==> src/rtl/alu_ctrl.sv <==
// Sequencer for an external ALU: accepts one request, runs one EXEC cycle, holds the response.
// Define COND_EXEC_EN to gate execution on the condition code; otherwise every valid op executes.
module alu_ctrl #(
  parameter int N = 8
) (
  input  logic         clk,
  input  logic         rst_n,
  input  logic         in_valid,
  output logic         in_ready,
  input  logic [2:0]   in_op,
  input  logic [3:0]   in_cond,
  input  logic         in_setflags,
  input  logic [N-1:0] in_a,
  input  logic [N-1:0] in_b,
  output logic [N-1:0] alu_a,
  output logic [N-1:0] alu_b,
  output logic [2:0]   alu_cntr,
  input  logic [N-1:0] alu_result,
  input  logic [3:0]   alu_flags,
  output logic         out_valid,
  input  logic         out_ready,
  output logic [N-1:0] out_result,
  output logic [3:0]   out_flags,
  output logic         out_executed,
  output logic         out_err
);

  typedef enum logic [1:0] {IDLE, EXEC, HOLD} state_t;

  state_t       state, state_nxt;
  logic [2:0]   op_q;
  logic         setf_q;
  logic [N-1:0] a_q, b_q;
  logic [3:0]   flags_q;
  logic         accept, op_ok, pass, run;

`ifdef COND_EXEC_EN
  logic [3:0] cond_q;

  // Flag order is {V, N, C, Z}.
  function automatic logic cond_pass(input logic [3:0] cond, input logic [3:0] f);
    logic z, c, n, v;
    z = f[0]; c = f[1]; n = f[2]; v = f[3];
    case (cond)
      4'b0000: cond_pass = z;
      4'b0001: cond_pass = !z;
      4'b0010: cond_pass = c;
      4'b0011: cond_pass = !c;
      4'b0100: cond_pass = n;
      4'b0101: cond_pass = !n;
      4'b0110: cond_pass = v;
      4'b0111: cond_pass = !v;
      4'b1000: cond_pass = c && !z;
      4'b1001: cond_pass = !c || z;
      4'b1010: cond_pass = (n == v);
      4'b1011: cond_pass = (n != v);
      4'b1100: cond_pass = !z && (n == v);
      4'b1101: cond_pass = z || (n != v);
      default: cond_pass = 1'b1;
    endcase
  endfunction

  assign pass = cond_pass(cond_q, flags_q);
`else
  logic unused_cond;
  assign unused_cond = ^in_cond;
  assign pass        = 1'b1;
`endif

  assign accept = in_valid && (state == IDLE);
  assign op_ok  = !(op_q[2] && op_q[1]);
  assign run    = op_ok && pass;

  always_ff @(posedge clk or negedge rst_n) begin
    if (!rst_n) state <= IDLE;
    else        state <= state_nxt;
  end

  // NOTE: every output gets a default before the case so no latch can be inferred.
  always_comb begin
    state_nxt = state;
    in_ready  = 1'b0;
    out_valid = 1'b0;
    alu_a     = '0;
    alu_b     = '0;
    alu_cntr  = '0;
    case (state)
      IDLE: begin
        in_ready = 1'b1;
        if (in_valid) state_nxt = EXEC;
      end
      EXEC: begin
        alu_a     = a_q;
        alu_b     = b_q;
        alu_cntr  = op_q;
        state_nxt = HOLD;
      end
      HOLD: begin
        out_valid = 1'b1;
        if (out_ready) state_nxt = IDLE;
      end
      default: state_nxt = IDLE;
    endcase
  end

  // NOTE: sequential state uses non-blocking assignments so all registers update together.
  always_ff @(posedge clk or negedge rst_n) begin
    if (!rst_n) begin
      op_q         <= '0;
      setf_q       <= 1'b0;
      a_q          <= '0;
      b_q          <= '0;
      flags_q      <= '0;
      out_result   <= '0;
      out_executed <= 1'b0;
      out_err      <= 1'b0;
`ifdef COND_EXEC_EN
      cond_q       <= '0;
`endif
    end else begin
      if (accept) begin
        op_q   <= in_op;
        setf_q <= in_setflags;
        a_q    <= in_a;
        b_q    <= in_b;
`ifdef COND_EXEC_EN
        cond_q <= in_cond;
`endif
      end
      if (state == EXEC) begin
        out_result   <= run ? alu_result : '0;
        out_executed <= run;
        out_err      <= !op_ok;
        if (run && setf_q) flags_q <= alu_flags;
      end
    end
  end

  assign out_flags = flags_q;

endmodule

==> config.mk <==
export PLATFORM = sky130hd
export DESIGN_NAME = alu_ctrl
export DESIGN_NICKNAME = d
export VERILOG_FILES = /design/src/rtl/alu_ctrl.sv
export SDC_FILE = /design/constraint.sdc
export NUM_CORES = 1
export LEC_CHECK = 0
export CORE_MARGIN = 2
export CORE_UTILIZATION = 39
export CTS_CLUSTER_SIZE = 30
export DETAILED_ROUTE_END_ITERATION = 8
export PLACE_DENSITY = 0.79
export SYNTH_ARGS = -nofsm -noshare
export SYNTH_HDL_FRONTEND = slang
export SYNTH_SLANG_ARGS = --single-unit
==> constraint.sdc <==
create_clock -name clk -period 1.5 [get_ports clk]
set_clock_uncertainty 0.05 [all_clocks]
set_input_delay 0.3 -clock clk [delete_from_list [all_inputs] [get_ports clk]]
set_output_delay 0.3 -clock clk [all_outputs]
set_load 0.05 [all_outputs]
==> run metrics <==
CP Class=flop to primary output; final antenna-violating net count=0; Net Sw Frac=0.401; Pint=4.35 mW; crit share post-route=1.17; crit path DAT=1400 ps; Hold WC Path Type=input pin to asynchronous set/reset pin; H-tree depth=2; synthesized cell area=0.00147 mm^2; Ports=75; initial drt markers=27; leakage power=1.36 nW; share of power burned in the clock network=0.094; Synthesis Warnings=0; status=complete, but fails checks; PwrDens=2430 mW/mm^2; Synth cell types=17; CP Max Fanout=5; WP data required=1150 ps; worst skew pair latency=290 ps; I/O Buffers=70; nature of the critical path endpoint=primary output; Multi-input gate area=692 um^2; utilization after layout=0.823; drt pass-1 iters=2; Fin Hold WS=432 ps; max-slew violation count=0; average cell area after synthesis=14.0 um^2; Syn Nets=145; DRC viols=0; Area Overhead vs Synth=104%; first-pass GRT wire length=6350 um; width of the die=65.3 um; peak supply drop=0.00146 V; Die Area=0.00427 mm^2; register area=901 um^2; initial antenna violation count=0; setup TNS=-4410 ps; minimum clock period=1750 ps; CTS Buf Count=5; Final Hold Vio Count=0; largest net degree at the start of global routing=21; share of layout cells above drive strength 1=0.562; post-synthesis sequential area ratio=0.614; ant diodes=0; routed wire length=4240 um; post-route setup slack=-248 ps; vias in the first global route=1302; CTS tree=built; die height=65.3 um; Flop pwr share=0.257; via count=1176; Core ar.=0.00363 mm^2; vias per inst=4.86; # clock sinks=36; post-detailed-route wirelength per cell=17.5 um; CTS root buf=clkbuf_8; Rel. slew slack=0.670; max_cap viols=0; Slew @ Worst Pin=495 ps; Tot GR Track Use=0.199; combinational power share=0.649; failing checks=negative setup slack; Achievable Freq=572 MHz; Initial Util=0.404; Fillers=206; Sw Pwr=2.91 mW; FF+latch count, synth=36; Setup crit start kind=flop; num rows=22; Placer Congestion=0.747; final setup vio count=21; total global routing overflow=0; DP HPWL=2870 um; CTS max path bufs=2; post-layout net count=233; RSZ-0062 raised after global routing=yes; Worst-path clk slew=80 ps; flop2flop setup slack=0 ps; synthesized instance count=105
[worst max-delay path, stage by stage, from the launching register on]
cell     delay, ps
dfrtp_1        380
and2b_2        290
buf_6          140
and2_4         160
buf_12         130
[final cells by class]
cell class / count / area share
Tap cell: 48 / 0.0201
Sequential cell: 36 / 0.301
Timing Repair Buffer: 86 / 0.416
Clock buffer: 5 / 0.0230
Inverter: 1 / 0.00209
Multi-Input combinational cell: 63 / 0.231
Clock inverter: 3 / 0.00628
[power by group through the flow]
stage | registers (mW) | clock network (mW) | logic, mW
finish | 1.86 | 0.685 | 4.71
floorplan | 2.30 | 0 | 1.79
detailed placement | 1.86 | 0 | 4.32
global placement | 1.82 | 0 | 4.25
CTS | 1.84 | 0.684 | 4.49
global route | 1.93 | 0.730 | 4.88
[logic make-up after synthesis]
family,Yosys count,share of synthesized area
flip-flops,36,0.614
AND/OR/NAND/NOR,28,0.114
multiplexers,24,0.184
AO/OA/AOI/OAI,11,0.0622
buffers and inverters,6,0.0256
[sequential cells by signal, summed over array words and instances (netlist names)]
signal / count
state: 2
b_q: 8
op_q: 3
out_executed: 1
out_flags: 4
a_q: 8
setf_q: 1
out_err: 1
out_result: 8
[cell usage in the layout, fill, tap and decap left out, types with 2 or more instances in the layout]
cell              n
and2_4           20
buf_12           38
a22o_1            8
clkinv_2          2
buf_4             6
dfrtp_1          36
clkbuf_8          5
buf_6             5
mux2_4           23
nor2_1            2
clkdlybuf4s50_1  34
[Yosys cell counts]
| master | n | area share |
|---|---|---|
| a21o_1 | 1 | 0.0051 |
| a21oi_2 | 1 | 0.0060 |
| a22o_1 | 8 | 0.048 |
| and2_1 | 19 | 0.081 |
| and2_4 | 1 | 0.0060 |
| and2b_1 | 1 | 0.0051 |
| buf_6 | 2 | 0.015 |
| clkbuf_1 | 3 | 0.0077 |
| dfrtp_1 | 36 | 0.61 |
| inv_1 | 1 | 0.0026 |
| mux2_1 | 19 | 0.15 |
| mux2_2 | 5 | 0.038 |
| nand2_1 | 1 | 0.0026 |
| nand2b_1 | 2 | 0.0085 |
| nand3_1 | 1 | 0.0034 |
| nor2_1 | 3 | 0.0077 |
| o21ai_0 | 1 | 0.0034 |
[per-layer routing]
| metal | part of all wire | vias up | global-route usage | wire [um] |
|---|---|---|---|---|
| met1 | 0.39 | 591 | 0.229 | 1670 |
| met3 | 0.060 | 5 | 0.0548 | 253 |
| met2 | 0.53 | 48 | 0.356 | 2260 |
| met5 | 0 | - | 0 | 0 |
| met4 | 0.012 | 0 | 0.0677 | 51 |
| li1 | - | 532 | - | - |
[through the flow]
| stage | worst slack, ps | total power [mW] | cell area [um^2] | std cells |
|---|---|---|---|---|
| after floorplan | -85.7 | 4.09 | 1590 | 105 |
| after global placement | -75.1 | 6.07 | 2740 | 225 |
| after detailed placement | -106 | 6.18 | 2740 | 225 |
| after CTS | -213 | 7.02 | 2890 | 237 |
| after global routing | -288 | 7.54 | 2990 | 242 |
| final | -248 | 7.26 | 2990 | 242 |
[path summary, 6_finish.rpt]
check,cells past startpoint,end,start
setup / recovery,4,alu_b[5],state[1]$_DFFE_PN0P_
hold / removal,2,b_q[3]$_DFFE_PN0P_,rst_n
setup reg to reg,5,out_flags[2]$_DFFE_PN0P_,state[1]$_DFFE_PN0P_
hold reg to reg,1,a_q[1]$_DFFE_PN0P_,a_q[1]$_DFFE_PN0P_
max in group asynchronous,3,out_result[0]$_DFFE_PN0N_,rst_n
min in group clk,1,a_q[1]$_DFFE_PN0P_,a_q[1]$_DFFE_PN0P_
[what timing repair did]
item / CTS / global route
pin swaps: 0 / 8
gates cloned: 0 / 3
resized for setup: 12 / 16
setup endpoints to repair: 24 / 37
setup buffers: 3 / 5
hold buffers: 1 / 0
endpoints found under the hold margin: 16 / 0
(Power assumes the default switching activity.)
